**config.mk**
```make
export PLATFORM = sky130hd
export DESIGN_NAME = id_hazard_scoreboard_flat
export DESIGN_NICKNAME = d
export VERILOG_FILES = /design/src/rtl/id_hazard_scoreboard_if.sv /design/src/rtl/id_hazard_scoreboard.sv /design/src/flat_wrapper.sv
export SDC_FILE = /design/constraint.sdc
export NUM_CORES = 1
export LEC_CHECK = 0
export ABC_AREA = 1
export CAP_MARGIN = 20
export CORE_ASPECT_RATIO = 1.25
export CORE_MARGIN = 1
export CORE_UTILIZATION = 35
export DETAILED_ROUTE_END_ITERATION = 10
export SETUP_SLACK_MARGIN = 0.05
export SLEW_MARGIN = 30
export SYNTH_ARGS = -nofsm -noshare
export SYNTH_HDL_FRONTEND = slang
export SYNTH_SLANG_ARGS = --single-unit
```
**constraint.sdc**
```tcl
create_clock -name clk -period 3.35 [get_ports clk]
set_clock_uncertainty 0.15 [all_clocks]
set_input_delay 0.5025 -clock clk [delete_from_list [all_inputs] [get_ports clk]]
set_output_delay 0.5025 -clock clk [all_outputs]
set_load 0.01 [all_outputs]
```
**src/rtl/id_hazard_scoreboard_if.sv**
```systemverilog
// ============================================================================
// Module   : id_hazard_scoreboard_if
// Brief    : Decode-stage operand/issue bundle for id_hazard_scoreboard.
// Revision : 1.0 - initial release
// ============================================================================
`default_nettype none

interface id_hazard_scoreboard_if #(
    parameter int AW   = 5,
    parameter int DW   = 32,
    parameter int NRD  = 2,
    parameter int NFWD = 3,
    parameter int LW   = 3
);
    logic                hold;
    logic [NRD-1:0]      rd_en;
    logic [NRD*AW-1:0]   rd_addr;
    logic [NRD*DW-1:0]   rf_rdata;
    logic [NFWD-1:0]     fwd_we;
    logic [NFWD*AW-1:0]  fwd_waddr;
    logic [NFWD*DW-1:0]  fwd_wdata;
    logic                issue_valid;
    logic                issue_we;
    logic [AW-1:0]       issue_waddr;
    logic [LW-1:0]       issue_lat;
    logic [NRD*DW-1:0]   rdata;
    logic                stallreq;
    logic                issue_ack;

    modport master (
        output hold, rd_en, rd_addr, rf_rdata, fwd_we, fwd_waddr, fwd_wdata,
               issue_valid, issue_we, issue_waddr, issue_lat,
        input  rdata, stallreq, issue_ack
    );

    modport slave (
        input  hold, rd_en, rd_addr, rf_rdata, fwd_we, fwd_waddr, fwd_wdata,
               issue_valid, issue_we, issue_waddr, issue_lat,
        output rdata, stallreq, issue_ack
    );
endinterface

`default_nettype wire

```
**src/rtl/id_hazard_scoreboard.sv**
```systemverilog
// ============================================================================
// Module   : id_hazard_scoreboard
// Brief    : Decode operand forwarding plus per-register latency scoreboard.
//            Optional perf counters enabled by macro ID_HZD_PERF_EN.
// Revision : 1.0 - initial release
// ============================================================================
`default_nettype none

module id_hazard_scoreboard #(
    parameter int NREG = 32,
    parameter int AW   = 5,
    parameter int DW   = 32,
    parameter int NRD  = 2,
    parameter int NFWD = 3,
    parameter int LW   = 3
) (
    input  wire logic              clk,
    input  wire logic              rst,
    id_hazard_scoreboard_if.slave  bus
`ifdef ID_HZD_PERF_EN
    ,
    output logic [31:0]            perf_stall_cycles,
    output logic [31:0]            perf_raw_events
`endif
);
    localparam int c_NSLOT = 1 << AW;

    logic [LW-1:0] r_cnt [1:NREG-1];
    logic [LW-1:0] w_cnt [c_NSLOT];
    logic [DW-1:0] w_rdata [NRD];
    logic [NRD-1:0] w_raw;
    logic          w_waw;
    logic          w_stall;
    logic          w_ack;
    logic          w_set;

    // Address-indexed view of the scoreboard; r0 and any slot beyond NREG read as idle.
    for (genvar s = 0; s < c_NSLOT; s++) begin : g_slot
        if (s > 0 && s < NREG) begin : g_live
            assign w_cnt[s] = r_cnt[s];
        end else begin : g_dead
            assign w_cnt[s] = '0;
        end
    end

    for (genvar k = 0; k < NRD; k++) begin : g_port
        logic [AW-1:0] w_addr;
        logic [DW-1:0] w_fwd_data;
        logic          w_fwd_hit;

        assign w_addr = bus.rd_addr[k*AW +: AW];

        // Walk from oldest to youngest so the lowest matching index wins.
        always_comb begin
            w_fwd_hit  = 1'b0;
            w_fwd_data = '0;
            for (int i = NFWD - 1; i >= 0; i--) begin
                if (bus.fwd_we[i] && bus.fwd_waddr[i*AW +: AW] == w_addr) begin
                    w_fwd_hit  = 1'b1;
                    w_fwd_data = bus.fwd_wdata[i*DW +: DW];
                end
            end
        end

        assign w_rdata[k] = (w_addr == '0) ? '0 :
                            w_fwd_hit      ? w_fwd_data :
                                             bus.rf_rdata[k*DW +: DW];
        assign w_raw[k]   = bus.rd_en[k] && (w_addr != '0) && (w_cnt[w_addr] != '0);
    end

    always_comb begin
        bus.rdata = '0;
        for (int k = 0; k < NRD; k++) begin
            bus.rdata[k*DW +: DW] = w_rdata[k];
        end
    end

    assign w_waw   = bus.issue_valid && bus.issue_we && (bus.issue_waddr != '0) &&
                     (w_cnt[bus.issue_waddr] != '0);
    assign w_stall = !rst && bus.issue_valid && ((|w_raw) || w_waw);
    assign w_ack   = !rst && bus.issue_valid && !w_stall && !bus.hold;
    assign w_set   = w_ack && bus.issue_we && (bus.issue_waddr != '0) && (bus.issue_lat != '0);

    assign bus.stallreq  = w_stall;
    assign bus.issue_ack = w_ack;

    // A fresh issue overrides the decrement of the same entry.
    always_ff @(posedge clk) begin
        for (int r = 1; r < NREG; r++) begin
            if (rst) begin
                r_cnt[r] <= '0;
            end else if (w_set && bus.issue_waddr == AW'(r)) begin
                r_cnt[r] <= bus.issue_lat;
            end else if (!bus.hold && r_cnt[r] != '0) begin
                r_cnt[r] <= r_cnt[r] - LW'(1);
            end
        end
    end

`ifdef ID_HZD_PERF_EN
    logic        r_stall_q;
    logic [31:0] r_perf_stall;
    logic [31:0] r_perf_raw;

    always_ff @(posedge clk) begin
        if (rst) begin
            r_stall_q    <= 1'b0;
            r_perf_stall <= '0;
            r_perf_raw   <= '0;
        end else begin
            r_stall_q <= w_stall;
            if (w_stall && r_perf_stall != '1) begin
                r_perf_stall <= r_perf_stall + 32'd1;
            end
            if (w_stall && !r_stall_q && (|w_raw) && r_perf_raw != '1) begin
                r_perf_raw <= r_perf_raw + 32'd1;
            end
        end
    end

    assign perf_stall_cycles = r_perf_stall;
    assign perf_raw_events   = r_perf_raw;
`endif

endmodule

`default_nettype wire

```
**src/flat_wrapper.sv**
```systemverilog
// flat-port wrapper written by rule: the top's interface ports become plain ports
module id_hazard_scoreboard_flat 
#(
    parameter int NREG = 32,
    parameter int AW   = 5,
    parameter int DW   = 32,
    parameter int NRD  = 2,
    parameter int NFWD = 3,
    parameter int LW   = 3
)
  (clk, rst, bus_hold, bus_rd_en, bus_rd_addr, bus_rf_rdata, bus_fwd_we, bus_fwd_waddr, bus_fwd_wdata, bus_issue_valid, bus_issue_we, bus_issue_waddr, bus_issue_lat, bus_rdata, bus_stallreq, bus_issue_ack);
  id_hazard_scoreboard_if #(.AW(AW), .DW(DW), .NRD(NRD), .NFWD(NFWD), .LW(LW)) bus_i ();
  input  wire logic clk;
  input  wire logic rst;
  input wire logic [$bits(bus_i.hold)-1:0] bus_hold;
  input wire logic [$bits(bus_i.rd_en)-1:0] bus_rd_en;
  input wire logic [$bits(bus_i.rd_addr)-1:0] bus_rd_addr;
  input wire logic [$bits(bus_i.rf_rdata)-1:0] bus_rf_rdata;
  input wire logic [$bits(bus_i.fwd_we)-1:0] bus_fwd_we;
  input wire logic [$bits(bus_i.fwd_waddr)-1:0] bus_fwd_waddr;
  input wire logic [$bits(bus_i.fwd_wdata)-1:0] bus_fwd_wdata;
  input wire logic [$bits(bus_i.issue_valid)-1:0] bus_issue_valid;
  input wire logic [$bits(bus_i.issue_we)-1:0] bus_issue_we;
  input wire logic [$bits(bus_i.issue_waddr)-1:0] bus_issue_waddr;
  input wire logic [$bits(bus_i.issue_lat)-1:0] bus_issue_lat;
  output wire logic [$bits(bus_i.rdata)-1:0] bus_rdata;
  output wire logic [$bits(bus_i.stallreq)-1:0] bus_stallreq;
  output wire logic [$bits(bus_i.issue_ack)-1:0] bus_issue_ack;
  assign bus_i.hold = bus_hold;
  assign bus_i.rd_en = bus_rd_en;
  assign bus_i.rd_addr = bus_rd_addr;
  assign bus_i.rf_rdata = bus_rf_rdata;
  assign bus_i.fwd_we = bus_fwd_we;
  assign bus_i.fwd_waddr = bus_fwd_waddr;
  assign bus_i.fwd_wdata = bus_fwd_wdata;
  assign bus_i.issue_valid = bus_issue_valid;
  assign bus_i.issue_we = bus_issue_we;
  assign bus_i.issue_waddr = bus_issue_waddr;
  assign bus_i.issue_lat = bus_issue_lat;
  assign bus_rdata = bus_i.rdata;
  assign bus_stallreq = bus_i.stallreq;
  assign bus_issue_ack = bus_i.issue_ack;
  id_hazard_scoreboard #(.NREG(NREG), .AW(AW), .DW(DW), .NRD(NRD), .NFWD(NFWD), .LW(LW)) u_core (.clk(clk), .rst(rst), .bus(bus_i));
endmodule
```
==> reports/qor.yml <==
run_status:
  outcome: "completed"
die:
  design.die.area_um2: 31050
  ios: 269
  core.rowCount: 70
  initial_core_util: 0.3598
  die_h_um: 196.8
  core_area_um2: 29520
  chipWidth_um: 157.8
yosys:
  synth_xor_area_frac: 0.002474
  synth-edff-count: 93
  netlist.area_leader.share: 0.2630
  synth_top_family_by_area: "simple AND/OR/NAND/NOR gates"
  synth_fa_ha_area_frac: 0.07304
  ys_top_cells_by_count: "nand2_1, nand4_1, inv_1, o21ai_0, nor2_1"
  yosysSeqAreaShare: 0.2630
  synth_nets: 1895
  synth_most_common_cell: "nand2_1"
  async_reset_ff_frac: 0
  synth_top_area_cell: "edfxtp_1"
  ys_ff_latch: 93
  syn_avg_cell_area_um2: 6.515
  netlist_area_um2: 10620
  synthSimpleGateAreaFrac: 0.3704
  synthFlopType: "edfxtp_1"
  synth_area_leaders: "edfxtp_1, nand4_1, nand2_1, inv_1, ha_1"
  yosysWarnings: 0
  synthMuxAreaShare: 0
  synth_cells: 1630
  synth_cell_types: 37
  synth_compound_area_frac: 0.1594
worst_hold_path:
  min-delay-path-class: "register to register"
  holdCritStartpoint: "u_core.r_cnt[5][0]$_DFFE_PP_"
  holdPathStages: 3
  hold_path_end: "u_core.r_cnt[5][0]$_DFFE_PP_"
cells_and_area:
  fin_nets: 2285
  n_fill_cell: 2957
  synthToLayoutAreaGrowth_pct: 47.97
  multi_input_area_um2: 6705
  final_cells: 2426
  regMostFlops: "u_core.r_cnt"
  biggestRegsByFlops: "u_core.r_cnt: 93 flops"
  largest_reg_flops: 93
  seqCellArea_um2: 2793
  final_area_um2: 15720
  drive_gt1_frac: 0.1832
  fin_util: 0.5324
power_and_ir_drop:
  cellLeakagePower_nw: 7.371
  p_per_area_nw_per_um2: 306.1
  peakVddDrop_uv: 211.3
  finalPower_mw: 4.811
global_route:
  grt_pass1_wl_um: 73810
  first_global_vias: 13180
  grt_max_degree: 125
  grt.total_usage: 0.3176
  grt_overflow: 0
  antenna_found_initial: 8
cts:
  clock_sinks: 93
  cts_tree: "built"
  htreeDepth: 3
  clk_pin_slew_ns: 0.07
  root_buffer: "clkbuf_16"
  numCtsBuffers: 9
  clock_latency_ns: 0.36
  clockBufferDepth: 2
  holdBufCountCts: 0
timing:
  fin_ws_ns: 0.09673
  timing.final.crit_share: 0.9711
  drv_slew: 0
  tightestPinTransition_ns: 0.5240
  max_freq_ghz: 0.3074
  fin_setup_tns_ns: 0
  hold_viol_final: 0
  setup_viol: 0
  fin_crit_ns: 3.253
  relSlewSlack: 0.6480
  rsz0062_at_grt: "true"
  whs_ns: 0.5343
drt:
  routedWlPerCell_um: 20.83
  first_pass_iters: 6
  route.detailed.drc: 0
  routed_via_density: 5.686
  first_iter_violations: 1090
  routed_wl_um: 50530
  vias: 13800
  drt.antenna.violating_nets: 0
critical_path:
  startpoint: "bus_rd_addr[6]"
  crit_type: "primary input to primary output"
  reg2reg_slack_ns: 0.35
  timing.rr.end: "u_core.r_cnt[28][2]$_DFFE_PP_"
  path_max_fanout: 18
  arrival_ns: 2.60
  endpoint_kind: "primary output"
  cp.required_ns: 2.70
  r2r_start: "u_core.r_cnt[18][0]$_DFFE_PP_"
  reg2reg_depth: 14
  critPathLaunchType: "primary input"
place:
  dpl_cell_area_um2: 14860
  dp_slack_ns: -0.6643
  dp_hpwl_um: 37380
  dp.cells: 2354
  gp_congestion: 1.074
  portBuffers: 268
flow_run:
  drv_cap: 0
-- metal layers --
metal,global-route usage,vias to the layer above,share of wire
met5,0,-,0.00059
met4,0.1769,4,0.051
met3,0.05497,157,0.098
met2,0.5337,779,0.47
met1,0.3800,6342,0.38
li1,-,6513,-
-- cells by family after synthesis --
group | Yosys count
flip-flops | 93
adder cells (fa/ha/maj) | 62
buffers and inverters | 347
AND/OR/NAND/NOR | 816
AO/OA/AOI/OAI | 309
XOR/XNOR | 3
-- worst max path at each step --
stage	to	slack, ns	cells past startpoint
after floorplan	bus_rdata[61]	0.49	9
after global placement	bus_issue_ack	-0.65	12
after detailed placement	bus_rdata[5]	-0.66	15
after CTS	bus_rdata[5]	-0.01	16
after global routing	bus_rdata[57]	-0.003	15
final	bus_rdata[52]	0.1	11
-- cell type report --
class / count / share of cell area
diodes: 5 / 0.0007962
clock buffers: 10 / 0.01457
clock inverters: 6 / 0.007086
inverters: 233 / 0.05653
multi-input cells: 1190 / 0.4267
flip-flops and latches: 93 / 0.1777
well taps: 396 / 0.03153
repair buffers: 493 / 0.2851
-- placed cells by master (no fill, tap or decap), types with 26 or more instances in the layout --
| master | instances |
|---|---|
| o211ai_1 | 31 |
| inv_1 | 214 |
| buf_4 | 189 |
| ha_1 | 62 |
| buf_2 | 27 |
| edfxtp_1 | 93 |
| nand2_1 | 311 |
| nor3_1 | 32 |
| nand3b_1 | 32 |
| nand3_1 | 67 |
| nand4_1 | 226 |
| o21ai_0 | 121 |
| clkbuf_2 | 26 |
| nor2_1 | 117 |
| clkdlybuf4s50_1 | 174 |
| a21oi_1 | 99 |
-- critical path, stage by stage --
cell and delay (ns):
clkdlybuf4s15_1 0.28, inv_4 0.06, buf_8 0.13, buf_4 0.12
a221oi_2 0.24, nand3_2 0.20, buf_12 0.21, buf_4 0.15
o21ai_0 0.29, a21oi_1 0.11, dlygate4sd2_1 0.30
-- power by group --
part	internal, mW	switching [mW]
Clock	0.730	0.477
Combinational	0.850	1.22
Sequential	1.46	0.0704
-- repair_timing --
item / 4_1_cts / 5_1_grt
cloned: 3 / 2
gates resized for setup: 243 / 104
buffers inserted: 34 / 13
endpoints found under the setup margin: 252 / 234
pin swaps: 12 / 23
Power figures use the tool's default switching activity.
